===== src/rtl/player_ctrl_if.sv =====
// ============================================================================
// Module   : player_ctrl_if
// Purpose  : Button/tick/hit inputs and cannon/bullet outputs of player_ctrl.
// Revision : 1.0 - initial release
// ============================================================================
`default_nettype none

interface player_ctrl_if #(
    parameter int X_W = 10,
    parameter int Y_W = 10
);
    logic           frame_tick;
    logic           btn_left;
    logic           btn_right;
    logic           btn_fire;
    logic           hit;
    logic [X_W-1:0] player_x;
    logic           bullet_active;
    logic [X_W-1:0] bullet_x;
    logic [Y_W-1:0] bullet_y;
    logic [7:0]     shot_count;

    modport master (
        output frame_tick, btn_left, btn_right, btn_fire, hit,
        input  player_x, bullet_active, bullet_x, bullet_y, shot_count
    );

    modport slave (
        input  frame_tick, btn_left, btn_right, btn_fire, hit,
        output player_x, bullet_active, bullet_x, bullet_y, shot_count
    );
endinterface

`default_nettype wire


===== src/rtl/player_ctrl.sv =====
// ============================================================================
// Module   : player_ctrl
// Purpose  : Cannon position and single-bullet flight control from buttons.
// Revision : 1.0 - initial release
// ============================================================================
`default_nettype none

module player_ctrl #(
    parameter int X_W     = 10,
    parameter int Y_W     = 10,
    parameter int X_MIN   = 0,
    parameter int X_MAX   = 600,
    parameter int X_RESET = 300,
    parameter int STEP    = 8,
    parameter int MUZZLE  = 16,
    parameter int Y_START = 440,
    parameter int Y_TOP   = 0,
    parameter int B_STEP  = 4
) (
    input  wire logic     clk,
    input  wire logic     rst,
    player_ctrl_if.slave  bus
);

    localparam logic [X_W-1:0] C_X_MIN      = X_W'(X_MIN);
    localparam logic [X_W-1:0] C_X_MAX      = X_W'(X_MAX);
    localparam logic [X_W-1:0] C_X_RESET    = X_W'(X_RESET);
    localparam logic [X_W-1:0] C_STEP       = X_W'(STEP);
    localparam logic [X_W-1:0] C_MUZZLE     = X_W'(MUZZLE);
    // Clamp limits are formed as constants so the compare never wraps.
    localparam logic [X_W-1:0] C_X_LEFT_LIM  = X_W'(X_MIN + STEP);
    localparam logic [X_W-1:0] C_X_RIGHT_LIM = X_W'(X_MAX - STEP);
    localparam logic [Y_W-1:0] C_Y_START    = Y_W'(Y_START);
    localparam logic [Y_W-1:0] C_Y_LIM      = Y_W'(Y_TOP + B_STEP);
    localparam logic [Y_W-1:0] C_B_STEP     = Y_W'(B_STEP);

    localparam logic [0:0] S_IDLE = 1'b0;
    localparam logic [0:0] S_FLY  = 1'b1;

    // Button vector order: [0] left, [1] right, [2] fire.
    logic [2:0]     w_btn;
    logic [2:0]     r_s1;
    logic [2:0]     r_s2;
    logic [2:0]     r_prev;
    logic [2:0]     w_edge;

    logic [0:0]     r_state;
    logic [0:0]     w_state_nxt;
    logic           r_active;

    logic [X_W-1:0] r_player_x;
    logic [X_W-1:0] w_player_x_nxt;
    logic [X_W-1:0] r_bullet_x;
    logic [X_W-1:0] w_bullet_x_nxt;
    logic [Y_W-1:0] r_bullet_y;
    logic [Y_W-1:0] w_bullet_y_nxt;
    logic [7:0]     r_shot;
    logic [7:0]     w_shot_nxt;

    assign w_btn  = {bus.btn_fire, bus.btn_right, bus.btn_left};
    assign w_edge = r_s2 & ~r_prev;

    always_ff @(posedge clk) begin
        if (rst) begin
            r_s1   <= 3'b000;
            r_s2   <= 3'b000;
            r_prev <= 3'b000;
        end else begin
            r_s1   <= w_btn;
            r_s2   <= r_s1;
            r_prev <= r_s2;
        end
    end

    always_comb begin
        w_player_x_nxt = r_player_x;
        if (w_edge[0] && !w_edge[1]) begin
            w_player_x_nxt = (r_player_x < C_X_LEFT_LIM) ? C_X_MIN : r_player_x - C_STEP;
        end else if (w_edge[1] && !w_edge[0]) begin
            w_player_x_nxt = (r_player_x > C_X_RIGHT_LIM) ? C_X_MAX : r_player_x + C_STEP;
        end
    end

    // FSM state register; bullet_active is registered from the next state.
    always_ff @(posedge clk) begin
        if (rst) begin
            r_state  <= S_IDLE;
            r_active <= 1'b0;
        end else begin
            r_state  <= w_state_nxt;
            r_active <= (w_state_nxt == S_FLY);
        end
    end

    always_comb begin
        w_state_nxt = r_state;
        case (r_state)
            S_IDLE: if (w_edge[2]) w_state_nxt = S_FLY;
            S_FLY: begin
                if (bus.hit || (bus.frame_tick && (r_bullet_y < C_Y_LIM))) begin
                    w_state_nxt = S_IDLE;
                end
            end
            default: w_state_nxt = S_IDLE;
        endcase
    end

    // Launch samples the pre-move player_x; a fire edge while flying is dropped.
    always_comb begin
        w_bullet_x_nxt = r_bullet_x;
        w_bullet_y_nxt = r_bullet_y;
        w_shot_nxt     = r_shot;
        case (r_state)
            S_IDLE: begin
                if (w_edge[2]) begin
                    w_bullet_x_nxt = r_player_x + C_MUZZLE;
                    w_bullet_y_nxt = C_Y_START;
                    w_shot_nxt     = (r_shot == 8'hFF) ? r_shot : r_shot + 8'd1;
                end
            end
            S_FLY: begin
                if (bus.hit) begin
                    w_bullet_y_nxt = C_Y_START;
                end else if (bus.frame_tick) begin
                    w_bullet_y_nxt = (r_bullet_y < C_Y_LIM) ? C_Y_START : r_bullet_y - C_B_STEP;
                end
            end
            default: w_bullet_y_nxt = C_Y_START;
        endcase
    end

    always_ff @(posedge clk) begin
        if (rst) begin
            r_player_x <= C_X_RESET;
            r_bullet_x <= '0;
            r_bullet_y <= C_Y_START;
            r_shot     <= 8'd0;
        end else begin
            r_player_x <= w_player_x_nxt;
            r_bullet_x <= w_bullet_x_nxt;
            r_bullet_y <= w_bullet_y_nxt;
            r_shot     <= w_shot_nxt;
        end
    end

    assign bus.player_x      = r_player_x;
    assign bus.bullet_active = r_active;
    assign bus.bullet_x      = r_bullet_x;
    assign bus.bullet_y      = r_bullet_y;
    assign bus.shot_count    = r_shot;

endmodule

`default_nettype wire


===== src/flat_wrapper.sv =====
// flat-port wrapper written by rule: the top's interface ports become plain ports
module player_ctrl_flat 
#(
    parameter int X_W     = 10,
    parameter int Y_W     = 10,
    parameter int X_MIN   = 0,
    parameter int X_MAX   = 600,
    parameter int X_RESET = 300,
    parameter int STEP    = 8,
    parameter int MUZZLE  = 16,
    parameter int Y_START = 440,
    parameter int Y_TOP   = 0,
    parameter int B_STEP  = 4
)
  (clk, rst, bus_frame_tick, bus_btn_left, bus_btn_right, bus_btn_fire, bus_hit, bus_player_x, bus_bullet_active, bus_bullet_x, bus_bullet_y, bus_shot_count);
  player_ctrl_if #(.X_W(X_W), .Y_W(Y_W)) bus_i ();
  input  wire logic clk;
  input  wire logic rst;
  input wire logic [$bits(bus_i.frame_tick)-1:0] bus_frame_tick;
  input wire logic [$bits(bus_i.btn_left)-1:0] bus_btn_left;
  input wire logic [$bits(bus_i.btn_right)-1:0] bus_btn_right;
  input wire logic [$bits(bus_i.btn_fire)-1:0] bus_btn_fire;
  input wire logic [$bits(bus_i.hit)-1:0] bus_hit;
  output wire logic [$bits(bus_i.player_x)-1:0] bus_player_x;
  output wire logic [$bits(bus_i.bullet_active)-1:0] bus_bullet_active;
  output wire logic [$bits(bus_i.bullet_x)-1:0] bus_bullet_x;
  output wire logic [$bits(bus_i.bullet_y)-1:0] bus_bullet_y;
  output wire logic [$bits(bus_i.shot_count)-1:0] bus_shot_count;
  assign bus_i.frame_tick = bus_frame_tick;
  assign bus_i.btn_left = bus_btn_left;
  assign bus_i.btn_right = bus_btn_right;
  assign bus_i.btn_fire = bus_btn_fire;
  assign bus_i.hit = bus_hit;
  assign bus_player_x = bus_i.player_x;
  assign bus_bullet_active = bus_i.bullet_active;
  assign bus_bullet_x = bus_i.bullet_x;
  assign bus_bullet_y = bus_i.bullet_y;
  assign bus_shot_count = bus_i.shot_count;
  player_ctrl #(.X_W(X_W), .Y_W(Y_W), .X_MIN(X_MIN), .X_MAX(X_MAX), .X_RESET(X_RESET), .STEP(STEP), .MUZZLE(MUZZLE), .Y_START(Y_START), .Y_TOP(Y_TOP), .B_STEP(B_STEP)) u_core (.clk(clk), .rst(rst), .bus(bus_i));
endmodule

===== config.mk =====
export PLATFORM = sky130hd
export DESIGN_NAME = player_ctrl_flat
export DESIGN_NICKNAME = d
export VERILOG_FILES = /design/src/rtl/player_ctrl_if.sv /design/src/rtl/player_ctrl.sv /design/src/flat_wrapper.sv
export SDC_FILE = /design/constraint.sdc
export NUM_CORES = 1
export LEC_CHECK = 0
export ABC_AREA = 1
export CORE_MARGIN = 5
export CORE_UTILIZATION = 50
export CTS_CLUSTER_DIAMETER = 50
export CTS_CLUSTER_SIZE = 30
export DETAILED_ROUTE_END_ITERATION = 10
export HOLD_SLACK_MARGIN = 0.06
export PLACE_DENSITY = 0.84
export SLEW_MARGIN = 20
export SYNTH_ARGS = -nofsm -noshare
export SYNTH_HDL_FRONTEND = slang
export SYNTH_SLANG_ARGS = --single-unit
export TNS_END_PERCENT = 1

===== constraint.sdc =====
create_clock -name clk -period 3 [get_ports clk]
set_clock_uncertainty 0.15 [all_clocks]
set_input_delay 0.6 -clock clk [delete_from_list [all_inputs] [get_ports clk]]
set_output_delay 0.6 -clock clk [all_outputs]
set_load 0.05 [all_outputs]

==> results.tsv <==
metric	value	unit
vias	2156	
path_delay_family	buffers and inverters	
crit_type	register to output port	
grt_max_degree	23	
vdd.ir_drop.worst	0.301	mV
path_buf_inv	1	
worstSkewPairLatency	0.29	ns
fmax	406	MHz
cp.required	2.25	ns
max_stage_delay	0.87	ns
row_count	24	
postCtsSetupBuffers	0	
syn_area_per_cell	6.87	um^2
p_int	0.931	mW
tightest_slew	0.558	ns
top_usage_layer	met2	
placeableCoreArea	4380	um^2
hold_depth	2	
postCtsResizedCells	0	
ys_types	27	
rrSetupSlack	1.00	ns
critPathMaxFanout	10	
postSynthCellCount	330	
cts.sinks	42	
yosysSeqAreaShare	37.1	%
multiInputGateArea	1170	um^2
dr.first_iter.drc_count	257	
setup_viol_count_final	0	
hold_buffers	0	
hold_class	register to register	
initial_utilization	51.7	%
slew_viol_final	0	
cts_made_buffers	5	
drive_gt1_share	5.45	%
period_share	82.1	%
reg2reg_from	u_core.bus.player_x[5]	
viasPerCell	5.15	
fp.dieArea	5980	um^2
r2r_end	u_core.bus.player_x[6]	
htree_num_levels	2	
combPwrFrac	20.0	%
r2r_cells	8	
dr.pass1.iters	4	
total_leakage_power	1.22	nW
regArea	841	um^2
cts_tree	yes	
grtUsageMet2	27.3	%
syn_to_final_growth	21.7	%
routed_wl	5180	um
fp.dieW	77.4	um
nFillCells	394	
fp.dieH	77.4	um
critPathLaunchType	register	
grt_overflow	0	
worstSetupEndpointType	output port	
slew_headroom	62.8	%
grt_use_met3	3.70	%
hold_slack	0.259	ns
globalplace.congestion	0.931	
drc	0	
hold_viol	0	
grt_first_pass_wirelength	8530	um
grt_pass1_vias	1929	
arrival	1.71	ns
hold_start	u_core.r_s1[0]	
fin_total_pwr	1.33	mW
outcome	completed	
finalInstanceArea	2760	um^2
path_cells	clkdlybuf4s50_1	
wl_per_cell	12.4	um
p_sw_share	30.1	%
min_period	2.46	ns
clockPowerShare	34.1	%
clk_pin_slew_worst_paths	0.08	ns
synth-seq-cells	42	
p_switching	0.401	mW
cp.depth	1	
clock-root-buffer	clkbuf_8	
track_usage	17.1	%
clockBufferDepth	2	
holdPathEnd	u_core.r_s2[0]	
ios	46	
ys_warn_count	0	
drtAntennaViolNets	0	
rsz0062_at_grt	false	
place_hpwl	3790	um
grtUsageMet1	22.8	%
portBuffers	39	
slowest_stage	clkdlybuf4s50_1	
place_area	2650	um^2
powerDensity	482	nW/um^2
max-cap-violations	0	
fin_tns_setup	0	ns
final_nets	383	
antenna_cells	0	
syn_area	2270	um^2
grt_antenna_before_repair	0	
seq_power_share	45.9	%
[how the worst max path moves through the flow]
stage	start	to	slack [ns]
after global routing	u_core.bus.player_x[7]	bus_player_x[7]	0.49
after CTS	u_core.bus.player_x[7]	bus_player_x[7]	0.54
after detailed placement	bus_frame_tick	u_core.bus.bullet_y[3]	0.78
after floorplan	u_core.bus.player_x[5]	u_core.bus.player_x[9]	0.95
after global placement	bus_frame_tick	u_core.bus.bullet_y[3]	0.86
final	u_core.bus.player_x[7]	bus_player_x[7]	0.54
[cell families after synthesis]
kind of cell	after synthesis	synth area share [%]
AND/OR/NAND/NOR	151	28.6
buffers and inverters	61	12.2
AO/OA/AOI/OAI	53	11.9
flip-flops	42	37.1
XOR/XNOR	13	5.02
adder cells (fa/ha/maj)	9	4.96
other	1	0.165
[cells in the final DEF (no fill, tap or decap), drive strengths merged]
cell type      count
a31oi              1
o21ai             31
ha                 9
clkdlybuf4s50     39
nor2              48
conb               6
clkbuf             6
nand4              3
inv               45
xnor2              3
dfxtp             42
or2                1
xor2              10
nor3b              2
nand2             67
buf                2
nand3             27
nor3               3
a21oi             21
bufinv             1
[final cells by class]
type,instances,share of cell area (%)
multi-input cells,232,42.3
flip-flops and latches,42,30.4
repair buffers,41,14.7
inverters,45,6.12
clock buffers,6,2.99
well taps,52,2.36
clock inverters,1,1.09
[metal layers]
metal	vias up	share of wire (%)	wire length (um)
met3	13	6.3	324
li1	1108	-	-
met5	-	0	0
met4	0	1.9	97
met1	962	46	2370
met2	73	46	2390
[synth_stat cells]
master	n	area, um^2
nor2_2	2	12.5
nor3b_1	2	15.0
nand2_2	2	12.5
xnor2_1	3	26.3
inv_1	43	161
buf_2	2	10.0
conb_1	1	3.75
a21oi_1	21	105
or2_2	1	6.26
clkbuf_1	4	15.0
nand2_4	1	11.3
nor2_1	46	173
dfxtp_1	42	841
xor2_1	10	87.6
a31oi_1	1	6.26
o21ai_0	30	150
clkbuf_2	1	5.00
o21ai_2	1	8.76
nor3_1	1	5.00
nor3_2	2	20.0
inv_2	2	7.51
buf_4	6	45.0
nand4_1	3	18.8
buf_6	3	33.8
nand3_1	27	135
nand2_1	64	240
ha_1	9	113
[metrics by stage]
stage / setup slack [ns] / std cells / utilization (%)
after floorplan: 0.948 / 335 / -
after global placement: 0.855 / 412 / 60.4
after detailed placement: 0.783 / 412 / 60.4
after CTS: 0.541 / 419 / 63.0
after global routing: 0.493 / 419 / 63.0
final: 0.537 / 419 / 63.0
[power groups by stage]
stage / logic (mW) / clock network (mW) / registers, mW
final: 0.266 / 0.455 / 0.611
after global routing: 0.288 / 0.484 / 0.615
after CTS: 0.266 / 0.459 / 0.611
after detailed placement: 0.264 / 0 / 0.623
after global placement: 0.260 / 0 / 0.622
after floorplan: 0.147 / 0 / 0.673
[sequential cells by signal, summed over array words and instances, names as in the netlist]
register               count
u_core.bus.bullet_x        8
u_core.bus.bullet_y        8
u_core.bus.player_x        8
u_core.bus.shot_count      8
u_core.r_prev              3
u_core.r_s1                3
u_core.r_s2                3
u_core.r_state             1
Power figures use the tool's default switching activity.
